### config.mk
export PLATFORM = sky130hd
export DESIGN_NAME = q_channel_ctrl_flat
export DESIGN_NICKNAME = d
export VERILOG_FILES = /design/src/rtl/q_ctrl_pkg.sv /design/src/rtl/q_channel_ctrl_if.sv /design/src/rtl/dff2_sync.sv /design/src/rtl/q_channel_ctrl.sv /design/src/flat_wrapper.sv
export SDC_FILE = /design/constraint.sdc
export NUM_CORES = 1
export LEC_CHECK = 0
export ABC_AREA = 0
export CAP_MARGIN = 20
export CORE_ASPECT_RATIO = 0.75
export CORE_UTILIZATION = 30
export DETAILED_ROUTE_END_ITERATION = 8
export PLACE_DENSITY = 0.59
export SLEW_MARGIN = 20
export SYNTH_ARGS = -nofsm -noshare
export SYNTH_HDL_FRONTEND = slang
export SYNTH_HIERARCHICAL = 1
export SYNTH_SLANG_ARGS = --single-unit
### constraint.sdc
create_clock -name clk -period 7.4 [get_ports clk]
set_input_delay 1.11 -clock clk [delete_from_list [all_inputs] [get_ports clk]]
set_output_delay 1.11 -clock clk [all_outputs]
set_load 0.1 [all_outputs]
### src/rtl/q_ctrl_pkg.sv
// Shared types and constants for the Q-channel controller slice.
package q_ctrl_pkg;

    typedef enum logic [1:0] {
        Q_RUN     = 2'b00,
        Q_REQUEST = 2'b01,
        Q_STOPPED = 2'b10,
        Q_EXIT    = 2'b11
    } q_state_t;

    localparam int SYNC_DEPTH = 2;

endpackage

### src/rtl/q_channel_ctrl_if.sv
// Q-channel controller bundle: manager-side controls plus device Q-channel pins.
interface q_channel_ctrl_if #(
    parameter int CNT_W  = 8,
    parameter int STAT_W = 16
);
    logic              enable_i;
    logic [CNT_W-1:0]  idle_thresh_i;
    logic              wake_req_i;
    logic              qactive_i;
    logic              qacceptn_i;
    logic              qreqn_o;
    logic              clk_en_o;
    logic [1:0]        state_o;
    logic [STAT_W-1:0] stop_cnt_o;

    modport master (
        output enable_i, idle_thresh_i, wake_req_i, qactive_i, qacceptn_i,
        input  qreqn_o, clk_en_o, state_o, stop_cnt_o
    );

    modport slave (
        input  enable_i, idle_thresh_i, wake_req_i, qactive_i, qacceptn_i,
        output qreqn_o, clk_en_o, state_o, stop_cnt_o
    );
endinterface

### src/rtl/dff2_sync.sv
// Flop-chain synchroniser for an asynchronous single-bit input, reset to RESET_VAL.
module dff2_sync
    import q_ctrl_pkg::*;
#(
    parameter logic RESET_VAL = 1'b0
) (
    input  logic clk,
    input  logic reset,
    input  logic d,
    output logic q
);
    logic [SYNC_DEPTH-1:0] sync_q;

    always_ff @(posedge clk or posedge reset) begin
        if (reset) sync_q <= {SYNC_DEPTH{RESET_VAL}};
        else       sync_q <= {sync_q[SYNC_DEPTH-2:0], d};
    end

    assign q = sync_q[SYNC_DEPTH-1];
endmodule

### src/rtl/q_channel_ctrl.sv
// Q-channel controller: idle detection, quiescence request, clock gating and exit sequencing.
module q_channel_ctrl
    import q_ctrl_pkg::*;
#(
    parameter int CNT_W  = 8,
    parameter int STAT_W = 16
) (
    input  logic           clk,
    input  logic           reset,
    q_channel_ctrl_if.slave q
);
    logic              qactive_s, qacceptn_s;
    logic [SYNC_DEPTH-1:0] vld_pipe;
    logic              sync_rdy, idle_now;
    q_state_t          state_q, state_d;
    logic              qreqn_q, qreqn_d, clk_en_q, clk_en_d;
    logic [CNT_W-1:0]  idle_cnt;
    logic [STAT_W-1:0] stop_cnt;

    dff2_sync #(.RESET_VAL(1'b0)) u_sync_qactive (
        .clk(clk), .reset(reset), .d(q.qactive_i), .q(qactive_s)
    );

    dff2_sync #(.RESET_VAL(1'b1)) u_sync_qacceptn (
        .clk(clk), .reset(reset), .d(q.qacceptn_i), .q(qacceptn_s)
    );

    // Synchronised pins are only trusted once real samples have filled the chain.
    always_ff @(posedge clk or posedge reset) begin
        if (reset) vld_pipe <= '0;
        else       vld_pipe <= {vld_pipe[SYNC_DEPTH-2:0], 1'b1};
    end

    assign sync_rdy = vld_pipe[SYNC_DEPTH-1];
    assign idle_now = sync_rdy & q.enable_i & ~qactive_s & ~q.wake_req_i;

    always_comb begin
        state_d  = state_q;
        unique case (state_q)
            Q_RUN:     if (idle_now && qacceptn_s && idle_cnt == q.idle_thresh_i)
                           state_d = Q_REQUEST;
            Q_REQUEST: if (!qacceptn_s) state_d = Q_STOPPED;
            Q_STOPPED: if (qactive_s || q.wake_req_i || !q.enable_i) state_d = Q_EXIT;
            Q_EXIT:    if (qacceptn_s) state_d = Q_RUN;
            default:   state_d = Q_RUN;
        endcase
        qreqn_d  = !(state_d == Q_REQUEST || state_d == Q_STOPPED);
        clk_en_d = (state_d != Q_STOPPED);
    end

    always_ff @(posedge clk or posedge reset) begin
        if (reset) begin
            state_q  <= Q_RUN;
            qreqn_q  <= 1'b1;
            clk_en_q <= 1'b1;
            idle_cnt <= '0;
            stop_cnt <= '0;
        end else begin
            state_q  <= state_d;
            qreqn_q  <= qreqn_d;
            clk_en_q <= clk_en_d;
            // Counter only runs in Q_RUN, so it is already zero on re-entry.
            if (state_q == Q_RUN && idle_now)
                idle_cnt <= (&idle_cnt) ? idle_cnt : idle_cnt + 1'b1;
            else
                idle_cnt <= '0;
            if (state_q == Q_REQUEST && state_d == Q_STOPPED && !(&stop_cnt))
                stop_cnt <= stop_cnt + 1'b1;
        end
    end

    assign q.qreqn_o    = qreqn_q;
    assign q.clk_en_o   = clk_en_q;
    assign q.state_o    = state_q;
    assign q.stop_cnt_o = stop_cnt;

    a_no_qreqn_rise: assert property (@(posedge clk) disable iff (reset)
        (state_q == Q_REQUEST) |-> !qreqn_q);
    a_gated_accepted: assert property (@(posedge clk) disable iff (reset)
        !clk_en_q |-> !qacceptn_s);
    a_run_not_accepted: assert property (@(posedge clk) disable iff (reset)
        (state_q == Q_RUN) |-> qacceptn_s);
endmodule
### src/flat_wrapper.sv
// flat-port wrapper written by rule: the top's interface ports become plain ports
module q_channel_ctrl_flat import q_ctrl_pkg::*;
#(
    parameter int CNT_W  = 8,
    parameter int STAT_W = 16
)
  (clk, reset, q_enable_i, q_idle_thresh_i, q_wake_req_i, q_qactive_i, q_qacceptn_i, q_qreqn_o, q_clk_en_o, q_state_o, q_stop_cnt_o);
  q_channel_ctrl_if #(.CNT_W(CNT_W), .STAT_W(STAT_W)) q_i ();
  input  logic clk;
  input  logic reset;
  input wire logic [$bits(q_i.enable_i)-1:0] q_enable_i;
  input wire logic [$bits(q_i.idle_thresh_i)-1:0] q_idle_thresh_i;
  input wire logic [$bits(q_i.wake_req_i)-1:0] q_wake_req_i;
  input wire logic [$bits(q_i.qactive_i)-1:0] q_qactive_i;
  input wire logic [$bits(q_i.qacceptn_i)-1:0] q_qacceptn_i;
  output wire logic [$bits(q_i.qreqn_o)-1:0] q_qreqn_o;
  output wire logic [$bits(q_i.clk_en_o)-1:0] q_clk_en_o;
  output wire logic [$bits(q_i.state_o)-1:0] q_state_o;
  output wire logic [$bits(q_i.stop_cnt_o)-1:0] q_stop_cnt_o;
  assign q_i.enable_i = q_enable_i;
  assign q_i.idle_thresh_i = q_idle_thresh_i;
  assign q_i.wake_req_i = q_wake_req_i;
  assign q_i.qactive_i = q_qactive_i;
  assign q_i.qacceptn_i = q_qacceptn_i;
  assign q_qreqn_o = q_i.qreqn_o;
  assign q_clk_en_o = q_i.clk_en_o;
  assign q_state_o = q_i.state_o;
  assign q_stop_cnt_o = q_i.stop_cnt_o;
  q_channel_ctrl #(.CNT_W(CNT_W), .STAT_W(STAT_W)) u_core (.clk(clk), .reset(reset), .q(q_i));
endmodule
Word-level counts from Yosys, hierarchy flattened. Cells that the tools add are included.

Word-level logic and storage cells: 44. Bits in registers: 34.

Equal/unequal tests: 8. Bitwise logic cells: 5. Multiplexer cells: 7. Reductions and logical operators: 14. Add/subtract/negate cells: 2.

Operators by type and width (number): adder 16 x 1 -> 16 bit, second input constant (1); 2-to-1 mux 8 bit (2); AND reduction 16 bit (1); adder 8 x 1 -> 8 bit, second input constant (1); == test 8 bit (1); 2-to-1 mux 2 bit (4); one-hot mux 2 bit (4 select lines) (1); AND reduction 8 bit (1); == test 2 bit, second input constant (3); logical AND 1 bit (5); == test 2 x 1 -> 1 bit, second input constant (2); inequality test 2 bit, second input constant (2); AND 1 bit (3); zero test 1 bit (3); logical OR 1 bit (3); zero test 2 bit (1); NOT 1 bit (2).

Depth between registers and ports, before layout.
Depth in word-level cells: 10. Gate-level depth with buffers: 9. Gate-level depth less buffers: 9.

Modules after synthesis. Netlist, hierarchy kept.

By module, submodules not included: q_channel_ctrl (seq. area each 753.2 sq um, area an instance 1610.3 sq um, instances 1, cells each 147); dff2_sync at u_core.u_sync_qacceptn (seq. area each 52.6 sq um, area an instance 56.3 sq um, instances 1, cells each 3); dff2_sync at u_core.u_sync_qactive (seq. area each 50.0 sq um, area an instance 53.8 sq um, instances 1, cells each 3).

Least setup slack after synthesis. OpenSTA, ideal clock, no wires.

Kind: in2reg. Start: input port q_wake_req_i. End: register u_core.stop_cnt[15], in the netlist u_core/q.stop_cnt_o[15]. Slack: 4.202 ns. Path buffers: 0. Setup time: 0.126 ns. Arrival time: 3.072 ns. Stages: 9. Cell sequence: or3b_4 > nor4b_4 > nand3_1 > o31a_1 > ha_1 > and3b_2 > nand4_4 > nor3_1 > mux2_2.

Longest elaborated chain between the ends: 9. Elaborated cells between the ends (all ways): 12. Classes of those cells: eq/ne (1); mux (3); bitwise (2); reduce/logical (6).

Ends and longest elaborated chain: start: declaration (RTL line flat_wrapper.sv:13) `input wire logic [$bits(q_i.wake_req_i)-1:0] q_wake_req_i;`; NOT 1 bit (RTL line q_channel_ctrl.sv:35) `assign idle_now = sync_rdy & q.enable_i & ~qactive_s & ~q.wake_req_i;`; AND 1 bit (RTL line q_channel_ctrl.sv:35); logical AND 1 bit (2 in series) (RTL line q_channel_ctrl.sv:40) `Q_RUN: if (idle_now && qacceptn_s && idle_cnt == q.idle_thresh_i)`; 2-to-1 mux 2 bit (RTL line q_channel_ctrl.sv:40); one-hot mux 2 bit (4 select lines) * (RTL line q_channel_ctrl.sv:39) `unique case (state_q)`; == test 2 bit * (RTL line q_channel_ctrl.sv:67) `if (state_q == Q_REQUEST && state_d == Q_STOPPED && !(&stop_cnt))`; logical AND 1 bit * (2 in series) (RTL line q_channel_ctrl.sv:67); end signal: assignment (RTL line q_channel_ctrl.sv:68) `stop_cnt <= stop_cnt + 1'b1;`; end: declaration (RTL line q_channel_ctrl.sv:18) `logic [STAT_W-1:0] stop_cnt;`.

Every way passes the cells marked *; elsewhere a longest branch is shown, timed or not. A chain may end at the register's enable or synchronous reset.

Worst setup path in the final report.
Start: input port q_enable_i. End: register u_core.stop_cnt[15], in the netlist u_core/q.stop_cnt_o[15].

Longest elaborated chain between the ends: 10. Elaborated cells between the ends (all ways): 13. Classes of those cells: eq/ne (1); mux (3); bitwise (3); reduce/logical (6).

Ends and longest elaborated chain: start: declaration (RTL line flat_wrapper.sv:11) `input wire logic [$bits(q_i.enable_i)-1:0] q_enable_i;`; AND 1 bit (3 in series) (RTL line q_channel_ctrl.sv:35); logical AND 1 bit (2 in series) (RTL line q_channel_ctrl.sv:40); 2-to-1 mux 2 bit (RTL line q_channel_ctrl.sv:40); one-hot mux 2 bit (4 select lines) * (RTL line q_channel_ctrl.sv:39); == test 2 bit * (RTL line q_channel_ctrl.sv:67); logical AND 1 bit * (2 in series) (RTL line q_channel_ctrl.sv:67).

Marked as above.

==> results.md <==
* CTS root buf: clkbuf_8
* Synth area leader: dfrtp_1
* Largest net degree at the start of global routing at 31
* Synth warnings at 6
* First-pass GRT wire length at about 5.9 mm
* Flops & latches, synth at 34
* H-tree Lvls at 2
* Final hold violations at 0
* Sink Count at 34
* Critical Path End Type: register
* Placed cells at 260
* Clk_lat worst skew at between 0.2 and 0.3 ns
* Pre-antenna DRT Iters at 4
* Critical path peak fanout at 8
* Tightest Pin Transition at 0.9815 ns
* Via count at 1239
* Max_slew headroom at around 34%
* Row cnt at 23
* Setup_tns at 0 ns
* Share of layout cells above drive strength 1 at ~14%
* Setup WS post-layout at 3.919 ns
* Post-synthesis sequential area ratio at 49.75%
* Startpoint type of the worst setup path: primary input
* Minimum clock period after layout at approximately 3.5 ns
* Post-CTS Setup Inserts at 0
* Final nets at 209
* Die width at between 80 and 90 µm
* Global Route Usage Sum at between 10% and 20%
* Post-CTS Hold Buffers at 0
* Vias in the first global route at roughly 1200
* CP arrival at roughly 3.7 ns
* I/O pin cnt at 34
* Period utilization at between 40% and 50%
* Max-slew violation count at 0
* Avg Cell Area, Syn at 11.24 µm²
* Hold WC Path Type: reg -> reg
* Power per Cell Area at a little under 300 mW/mm²
* Synth top area share at 43.64%
* Synthesized area at about 0.0017 mm²
* Tot Pwr at 0.6570 mW
* Count of input and output buffers at 33
* Finished Cell Area at ~0.0023 mm²
* P_leak at roughly 0.94 nW
* Final Util at roughly 41%
* RSZ-0062 raised after global routing: false
* Status: finished, final reports clean
* Die Area at 0.006044 mm²
* Top FF cell, synth: dfrtp_1
* Filler cells at 511
* WL final at ~3.5 mm
* Synth Instances at 153
* Post-Syn Nets at 170
* Vias per cell at 4.623
* Distinct cells, synth at 37
* Area occupied by multi-input gates at just over 800 µm²
* Top cells by count, synth: 30 x dfrtp_1, 17 x xnor2_1, 12 x nor2_1
* Clock-pin transition on the worst setup and hold timing paths at ~0.07 ns
* Most common cell in the synthesized netlist: dfrtp_1
* DR WL/cell at between 10 and 15 µm
* Worst setup path class: in -> reg
* CTS tree: built
* Clock Skew at between 0.004 and 0.005 ns
* CTS buffer count at 5
* Worst vdd ir at 105.7 µV
* Gpl congestion at 0.7796
* Inserted Diodes at 0
* Register area at between 800 and 900 µm²
* Fin Hold WS at 0.3530 ns
* Max frequency at about 290 MHz
* DR DRC count at 0
* 1st-iter DRT viols at 58
* Final cell count without fillers at roughly 270
* Synth area leaders: dfrtp_1 44%, xnor2_1 8.7%, dfstp_2 6.1%, xor2_1 3.1%, nor2_1 2.6%
* DP Wirelength at around 2.6 mm
* Core box area at 0.005439 mm²
* Antenna-violating nets left at 0
* GRT overflow at 0
* CTS resizes at 0
* Post-synth EDFFs at 0
* Post-synthesis async set-or-reset flop share at between 90% and 100%
* Die span in y at between 60 and 70 µm
* Worst EP required at 7.57 ns
* Area after DPL at roughly 0.0021 mm²
* Max cap viols at 0
* Clock tree buffer depth at 2
* Setup violations, final at 0
* Initial antenna violation count at 0
* Initial Util at around a third
* Pre-CTS setup slack at between 3 and 4 ns
* Layout area overhead at 31.05%
-- cells in the final DEF, fill, tap and decap left out, types with 3 or more instances in the layout --
cell type / count
clkdlybuf4s50_1: 33
dfrtp_1: 30
xnor2_1: 17
nor2_1: 12
nand2_1: 11
clkbuf_8: 8
nand3_1: 8
nand4_1: 7
inv_1: 7
xor2_1: 6
a21oi_1: 5
and4_1: 4
a31oi_1: 4
dfstp_2: 4
mux2i_1: 3
and3_1: 3
nor3_1: 3
o21ai_0: 3
ha_1: 3
-- cell families after synthesis --
logic type      share of synthesized area, %
other cells                           0.2180
simple gates                           24.73
xor+xnor                               11.71
flops                                  49.75
buf+inv                                1.964
compound gates                         6.400
fa+ha+maj                              2.182
mux                                    3.055
-- state kept, by name (all words and copies together), names as in the netlist --
register	count
u_core/u_sync_qactive/sync_q	2
u_core/idle_cnt	8
u_core/vld_pipe	2
u_core/q.clk_en_o	1
u_core/q.stop_cnt_o	16
u_core/q.qreqn_o	1
u_core/u_sync_qacceptn/sync_q	2
u_core/q.state_o	2
-- routing by layer --
layer	part of all wire, %	up-vias	GRT usage, %
met4	0.58	0	3.571
met1	55	579	20.70
met5	0	-	0
li1	-	631	-
met2	39	25	16.70
met3	5.2	4	3.912
-- where the power goes --
part	switching [mW]	internal [mW]	total [mW]
clock	0.0646	0.0939	0.159
sequential	0.0328	0.212	0.244
combinational	0.183	0.0707	0.254
total	0.281	0.376	0.657
-- final timing paths --
path / end / startpoint / slack [ns] / depth (start not counted)
min: u_core/vld_pipe[1] / u_core/vld_pipe[0] / 0.35 / 0
min reg2reg: u_core/vld_pipe[1] / u_core/vld_pipe[0] / 0.35 / 0
max reg2reg: u_core/q.stop_cnt_o[15] / u_core/u_sync_qactive/sync_q[1] / 4.81 / 9
max: u_core/q.stop_cnt_o[15] / q_enable_i / 3.92 / 10
min in group asynchronous: u_core/u_sync_qactive/sync_q[1] / reset / 1.03 / 2
max in group asynchronous: u_core/q.clk_en_o / reset / 5.82 / 3
-- layout make-up --
type                            instances  share of cell area [%]
Clock buffer                            8                   4.883
Inverter                                7                   1.165
Multi-Input combinational cell        110                   36.85
Sequential cell                        34                   37.96
Tap cell                               75                   4.162
Timing Repair Buffer                   34                   14.98
-- critical path, stage by stage --
cell	delay, ns
clkdlybuf4s50_1	0.44
or3b_4	0.40
nor4b_4	0.28
nand3_1	0.15
o31a_1	0.32
ha_1	0.22
and3b_2	0.24
nand4_4	0.16
nor3_1	0.07
mux2_2	0.26
(Power assumes the default switching activity.)
